--- config.mk ---
export PLATFORM = sky130hd
export DESIGN_NAME = regfile_writeback_ctrl
export DESIGN_NICKNAME = d
export VERILOG_FILES = /design/src/rtl/cpu_pkg.sv /design/src/rtl/wb_fifo.sv /design/src/rtl/regfile_writeback_ctrl.sv
export SDC_FILE = /design/constraint.sdc
export NUM_CORES = 1
export LEC_CHECK = 0
export CORE_AREA = 4 4 98 110
export DETAILED_ROUTE_END_ITERATION = 12
export DIE_AREA = 0 0 102 114
export PLACE_DENSITY = 0.8
export SETUP_SLACK_MARGIN = 0.15
export SYNTH_ARGS = -nofsm -noshare
export SYNTH_HDL_FRONTEND = slang
export SYNTH_SLANG_ARGS = --single-unit
--- constraint.sdc ---
create_clock -name clk -period 3.65 [get_ports clk]
set_input_delay 0.5475 -clock clk [delete_from_list [all_inputs] [get_ports clk]]
set_output_delay 0.5475 -clock clk [all_outputs]
set_load 0.05 [all_outputs]
--- src/rtl/cpu_pkg.sv ---
// Shared widths and the writeback queue entry type for the register-file write side.
package cpu_pkg;
  localparam int DATA_W   = 8;
  localparam int ADDR_W   = 2;
  localparam int NUM_REGS = 4;

  typedef struct packed {
    logic [ADDR_W-1:0] addr;
    logic [DATA_W-1:0] data;
  } wb_entry_t;
endpackage

--- src/rtl/wb_fifo.sv ---
// Ordered writeback queue: two write ports per cycle (port 0 lands first), one read port.
module wb_fifo
  import cpu_pkg::*;
#(
  parameter int DEPTH = 4,
  parameter int CW    = $clog2(DEPTH + 1)
) (
  input  logic          clk,
  input  logic          rst_n,
  input  logic          wr0_en_i,
  input  wb_entry_t     wr0_data_i,
  input  logic          wr1_en_i,
  input  wb_entry_t     wr1_data_i,
  input  logic          rd_en_i,
  output wb_entry_t     rd_data_o,
  output logic [CW-1:0] count_o
);
  localparam int PW = $clog2(DEPTH);

  wb_entry_t         mem_q [DEPTH];
  logic [PW-1:0]     wrPtr_q, wrPtr_d, rdPtr_q, rdPtr_d, wr1Ptr;
  logic [CW-1:0]     count_q, count_d;

  function automatic logic [PW-1:0] ptrInc(input logic [PW-1:0] p);
    return (p == PW'(DEPTH - 1)) ? '0 : p + 1'b1;
  endfunction

  // Port 1 lands just behind port 0 when both write in the same cycle.
  always_comb begin
    wr1Ptr  = wr0_en_i ? ptrInc(wrPtr_q) : wrPtr_q;
    wrPtr_d = wrPtr_q;
    if (wr0_en_i) wrPtr_d = ptrInc(wrPtr_d);
    if (wr1_en_i) wrPtr_d = ptrInc(wrPtr_d);
    rdPtr_d = rd_en_i ? ptrInc(rdPtr_q) : rdPtr_q;
    count_d = count_q + CW'(wr0_en_i) + CW'(wr1_en_i) - CW'(rd_en_i);
  end

  always_ff @(posedge clk) begin
    if (wr0_en_i) mem_q[wrPtr_q] <= wr0_data_i;
    if (wr1_en_i) mem_q[wr1Ptr]  <= wr1_data_i;
  end

  always_ff @(posedge clk or negedge rst_n) begin
    if (!rst_n) begin
      wrPtr_q <= '0;
      rdPtr_q <= '0;
      count_q <= '0;
    end else begin
      wrPtr_q <= wrPtr_d;
      rdPtr_q <= rdPtr_d;
      count_q <= count_d;
    end
  end

  assign rd_data_o = mem_q[rdPtr_q];
  assign count_o   = count_q;
endmodule

--- src/rtl/regfile_writeback_ctrl.sv ---
// Write-side controller for the register file: queues ALU/load results, issues one write
// per cycle, and tracks per-register pending writes until they become readable.
module regfile_writeback_ctrl
  import cpu_pkg::*;
#(
  parameter int FIFO_DEPTH = 4,
  parameter int RF_LAT     = 2
) (
  input  logic                clk,
  input  logic                rst_n,
  input  logic                alu_valid,
  input  logic [ADDR_W-1:0]   alu_addr,
  input  logic [DATA_W-1:0]   alu_data,
  output logic                alu_ready,
  input  logic                mem_valid,
  input  logic [ADDR_W-1:0]   mem_addr,
  input  logic [DATA_W-1:0]   mem_data,
  output logic                mem_ready,
  input  logic                claim_valid,
  input  logic [ADDR_W-1:0]   claim_addr,
  output logic [NUM_REGS-1:0] busy,
  output logic                rf_wr_en,
  output logic [ADDR_W-1:0]   rf_wr_addr,
  output logic [DATA_W-1:0]   rf_wr_data,
  output logic                idle
);
  localparam int CW      = $clog2(FIFO_DEPTH + 1);
  localparam int CNT_W   = $clog2(FIFO_DEPTH + RF_LAT + 2) + 1;
  localparam int CNT_MAX = (2 ** CNT_W) - 1;

  logic [CW-1:0]     count, space;
  logic              aluAcc, memAcc, pop, anyPend;
  wb_entry_t         head;
  logic              rfWrEn_q;
  logic [ADDR_W-1:0] rfWrAddr_q;
  logic [DATA_W-1:0] rfWrData_q;
  logic [RF_LAT-1:0] lineVld_q;
  logic [ADDR_W-1:0] lineAddr_q [RF_LAT];
  logic [CNT_W-1:0]  pend_q [NUM_REGS];
  logic [CNT_W-1:0]  pend_d [NUM_REGS];

  // Space comes from the registered count only; a same-cycle pop earns no credit.
  assign space     = CW'(FIFO_DEPTH) - count;
  assign mem_ready = rst_n && (space >= CW'(1));
  assign alu_ready = rst_n && ((space >= CW'(2)) || ((space >= CW'(1)) && !mem_valid));
  assign memAcc    = mem_valid && mem_ready;
  assign aluAcc    = alu_valid && alu_ready;
  assign pop       = (count != '0);

  wb_fifo #(.DEPTH(FIFO_DEPTH), .CW(CW)) u_fifo (
    .clk        (clk),
    .rst_n      (rst_n),
    .wr0_en_i   (memAcc),
    .wr0_data_i ('{addr: mem_addr, data: mem_data}),
    .wr1_en_i   (aluAcc),
    .wr1_data_i ('{addr: alu_addr, data: alu_data}),
    .rd_en_i    (pop),
    .rd_data_o  (head),
    .count_o    (count)
  );

  // Claims and ALU accepts add, a write leaving the shift line subtracts; all sum per cycle.
  always_comb begin
    for (int i = 0; i < NUM_REGS; i++) begin
      int nxt;
      nxt = int'(pend_q[i])
          + int'(claim_valid && (claim_addr == ADDR_W'(i)))
          + int'(aluAcc && (alu_addr == ADDR_W'(i)))
          - int'(lineVld_q[RF_LAT-1] && (lineAddr_q[RF_LAT-1] == ADDR_W'(i)));
      if (nxt < 0)            pend_d[i] = '0;
      else if (nxt > CNT_MAX) pend_d[i] = CNT_W'(CNT_MAX);
      else                    pend_d[i] = CNT_W'(nxt);
    end
  end

  always_ff @(posedge clk or negedge rst_n) begin
    if (!rst_n) begin
      rfWrEn_q   <= 1'b0;
      rfWrAddr_q <= '0;
      rfWrData_q <= '0;
      lineVld_q  <= '0;
      for (int i = 0; i < RF_LAT; i++)   lineAddr_q[i] <= '0;
      for (int i = 0; i < NUM_REGS; i++) pend_q[i] <= '0;
    end else begin
      rfWrEn_q <= pop;
      if (pop) begin
        rfWrAddr_q <= head.addr;
        rfWrData_q <= head.data;
      end
      lineVld_q[0]  <= pop;
      lineAddr_q[0] <= head.addr;
      for (int i = 1; i < RF_LAT; i++) begin
        lineVld_q[i]  <= lineVld_q[i-1];
        lineAddr_q[i] <= lineAddr_q[i-1];
      end
      for (int i = 0; i < NUM_REGS; i++) pend_q[i] <= pend_d[i];
    end
  end

  always_comb begin
    anyPend = 1'b0;
    for (int i = 0; i < NUM_REGS; i++) begin
      busy[i] = (pend_q[i] != '0);
      anyPend = anyPend | busy[i];
    end
  end

  assign rf_wr_en   = rfWrEn_q;
  assign rf_wr_addr = rfWrAddr_q;
  assign rf_wr_data = rfWrData_q;
  assign idle       = (count == '0) && !anyPend && !rfWrEn_q && (lineVld_q == '0);
endmodule

==> out/qor.json <==
{
  "maxSlewViolCount": 0,
  "io_pins": 45,
  "cp.required_ns": 3.89,
  "finalHoldViolCount": 0,
  "cts.sinks": 79,
  "cts.clk_slew.worst_paths_ns": 0.10,
  "timing.fmax_mhz": 300.9,
  "placedCellCount": 552,
  "fp.dieH_um": 114,
  "n_fill_cell": 768,
  "vdd_ir_drop_max_v": 0.0003443,
  "register_area_mm2": 0.002177,
  "place_congestion": 0.8937,
  "setup.worst_path.class": "reg -> reg",
  "layout.cells.most_common": "sky130_fd_sc_hd__inv_1",
  "yosys.cell_types.count": 41,
  "synth_area_mm2": 0.004652,
  "fp.dieArea_mm2": 0.01163,
  "fin_crit_ns": 3.324,
  "clock_latency_ns": 0.36,
  "dominant_register_cell_in_the_synthesized_netlist": "sky130_fd_sc_hd__edfxtp_1",
  "num_vias": 3072,
  "clockBufferDepth": 2,
  "worstSetupStartpointType": "register",
  "row_count": 38,
  "cts_tree": "yes",
  "syn-num-nets": 452,
  "syn_inst": 376,
  "residual_drc_count": 0,
  "result_of_the_run": "completed",
  "synthTopCellsByArea": "sky130_fd_sc_hd__edfxtp_1, sky130_fd_sc_hd__dfrtp_1, sky130_fd_sc_hd__ha_1",
  "post-cts-setup-buffer-count": 0,
  "cts_inserted_buffers": 9,
  "area.growth.synth_to_final_pct": 20.41,
  "timing.critical_path.fanout_max": 5,
  "ratio_of_total_power_to_cell_area_mw_per_mm2": 961.1,
  "routed_via_density": 5.408,
  "synth_async_sr_flop_share": 0.4937,
  "wirelength_mm": 9.592,
  "synth.ff_latch_count": 79,
  "arrival_time_at_the_worst_endpoint_ns": 3.56,
  "final-instance-count-excl-fill": 568,
  "wire_per_inst_um": 16.89,
  "die_width_um": 102,
  "met3_wirelength_um": 342,
  "detail_route.first_pass.iterations": 4,
  "grt_pass1_wl_mm": 16.17,
  "min_setup_slack_post_route_ns": 0.3262,
  "top_cell_type_s_share_of_synthesized_area": 0.2582,
  "relSlewSlack": 0.5091,
  "syn_area_per_cell_um2": 12.37,
  "synth_top_cell_by_area": "sky130_fd_sc_hd__edfxtp_1",
  "route.layer.met1.wl_mm": 4.017,
  "worst_hold_path_type": "in -> async",
  "portBuffers": 44,
  "finish.net_count": 519,
  "synthesis.yosys.warnings": 0,
  "clock-skew-final_ns": 0.01324,
  "setup_repair_after_global_routing_missed_its_margin": "true",
  "first_global_vias": 3331,
  "tightest_slew_ns": 0.7364,
  "drtAntennaViolNets": 0,
  "grt_overflow_total": 0,
  "finish.utilization": 0.5775,
  "final_layout_size_suffix_gt1_frac": 0.2366,
  "grt_max_degree": 41,
  "cts-htree-levels": 3,
  "cellLeakagePower_nw": 2.371,
  "critPathCaptureType": "register",
  "grt_antenna_before_repair": 0,
  "cts-root-buf": "sky130_fd_sc_hd__clkbuf_8",
  "antenna-diode-count": 0,
  "multi_input_area_mm2": 0.002287,
  "most_frequent_cells_in_the_layout": "sky130_fd_sc_hd__inv_1, sky130_fd_sc_hd__nand2_1, sky130_fd_sc_hd__mux2_2",
  "setup_total_negative_slack_ns": 0,
  "detailedRoute.firstIterationViolations": 151,
  "hold_ws_ns": 0.2734,
  "core_area_mm2": 0.009699,
  "dp_hpwl_mm": 7.189,
  "max-cap-violations": 0,
  "synth_enable_flop_cells": 40,
  "post-route-period-util": 0.9106,
  "timing.final.setup_violations": 0,
  "floorplan.initialDensity": 0.4796,
  "post_cts_hold_buffer_count": 0,
  "wl_met2_mm": 5.009,
  "pre_cts_ws_ns": 0.06304,
  "ys_seq_area_frac": 0.4680,
  "routed.top_layer": "met4",
  "global_route.usage.total": 0.1804
}
[what timing repair did]
action	CTS	global route
pin swaps	0	1
resized for setup	2	9
endpoints found under the setup margin	7	24
[final timing paths]
path | start | to | slack, ns | cells after the start
setup / recovery | u_fifo.count_o[0] | pend_q[10] | 0.33 | 14
max in group asynchronous | rst_n | lineAddr_q[3] | 3.01 | 2
setup reg to reg | u_fifo.count_o[0] | pend_q[10] | 0.33 | 14
hold / removal | rst_n | u_fifo.count_o[1] | 0.27 | 2
hold reg to reg | lineAddr_q[2] | lineAddr_q[0] | 0.35 | 0
min in group clk | lineAddr_q[2] | lineAddr_q[0] | 0.35 | 0
[per-layer routing]
layer | vias to the layer above | GRT usage
met5 | - | 0
li1 | 1463 | -
met4 | 0 | 0.06737
met1 | 1539 | 0.2262
met3 | 20 | 0.03242
met2 | 50 | 0.3095
[stage by stage]
step                      power, mW  cell area, um^2
final                         5.384             5602
after CTS                     5.380             5567
after global placement        4.499             5346
after detailed placement      4.639             5346
after floorplan               3.752             4658
after global routing          5.839             5602
[layout make-up]
type / count / area share
flip-flops and latches: 79 / 0.3887
clock buffers: 9 / 0.02211
multi-input cells: 242 / 0.4083
repair buffers: 64 / 0.1068
well taps: 120 / 0.02680
inverters: 47 / 0.03149
clock inverters: 7 / 0.01586
[cells in the mapped netlist, types with 3 or more instances]
library cell	n
sky130_fd_sc_hd__nand2b_1	3
sky130_fd_sc_hd__fa_1	10
sky130_fd_sc_hd__edfxtp_1	40
sky130_fd_sc_hd__clkbuf_1	3
sky130_fd_sc_hd__o211ai_1	4
sky130_fd_sc_hd__a2111oi_0	4
sky130_fd_sc_hd__a21oi_1	10
sky130_fd_sc_hd__dfrtp_1	39
sky130_fd_sc_hd__nand3b_1	8
sky130_fd_sc_hd__mux2_2	42
sky130_fd_sc_hd__ha_1	39
sky130_fd_sc_hd__a31oi_1	3
sky130_fd_sc_hd__nand3_1	10
sky130_fd_sc_hd__nor3b_1	9
sky130_fd_sc_hd__nand2_1	45
sky130_fd_sc_hd__xnor2_1	6
sky130_fd_sc_hd__inv_1	46
sky130_fd_sc_hd__buf_6	3
sky130_fd_sc_hd__mux4_2	10
sky130_fd_sc_hd__a21o_1	5
sky130_fd_sc_hd__a211oi_1	4
sky130_fd_sc_hd__maj3_1	7
sky130_fd_sc_hd__nor2_1	8
[cell families (layout without fill, tap and decap cells)]
logic type,count (synthesis),count (layout),synth area share
buffers and inverters,55,127,0.05029
AOI/OAI and AO/OA,34,34,0.05299
xor gates and xnor gates,7,7,0.01318
DFF,79,79,0.4680
muxes,54,54,0.1555
adders and majority gates,56,56,0.1630
and+or+nand+nor,91,91,0.09710
[flip-flops by register name, indices dropped and copies added, names as in the netlist]
signal	flops
u_fifo.mem_q	40
pend_q	16
rf_wr_data	8
lineAddr_q	4
u_fifo.count_o	3
lineVld_q	2
rf_wr_addr	2
u_fifo.rdPtr_q	2
u_fifo.wrPtr_q	2
[report_power, final]
group          internal (mW)  switching, mW
clock network          0.332          0.365
registers               1.34          0.247
logic                   1.37           1.73
total                   3.04           2.34
[critical path, cell delays in order, from the launching register on]
cell and delay (ns):
sky130_fd_sc_hd__dfrtp_1 0.36, sky130_fd_sc_hd__inv_1 0.07, sky130_fd_sc_hd__ha_1 0.23, sky130_fd_sc_hd__ha_1 0.28, sky130_fd_sc_hd__o21a_2 0.12, sky130_fd_sc_hd__buf_4 0.13
sky130_fd_sc_hd__a211oi_4 0.28, sky130_fd_sc_hd__nor2_4 0.09, sky130_fd_sc_hd__nand3b_1 0.14, sky130_fd_sc_hd__fa_1 0.20, sky130_fd_sc_hd__inv_1 0.05, sky130_fd_sc_hd__fa_1 0.39
sky130_fd_sc_hd__a211oi_1 0.35, sky130_fd_sc_hd__a21oi_1 0.15, sky130_fd_sc_hd__maj3_1 0.34
Note: power is estimated with default switching activity, not from simulation.
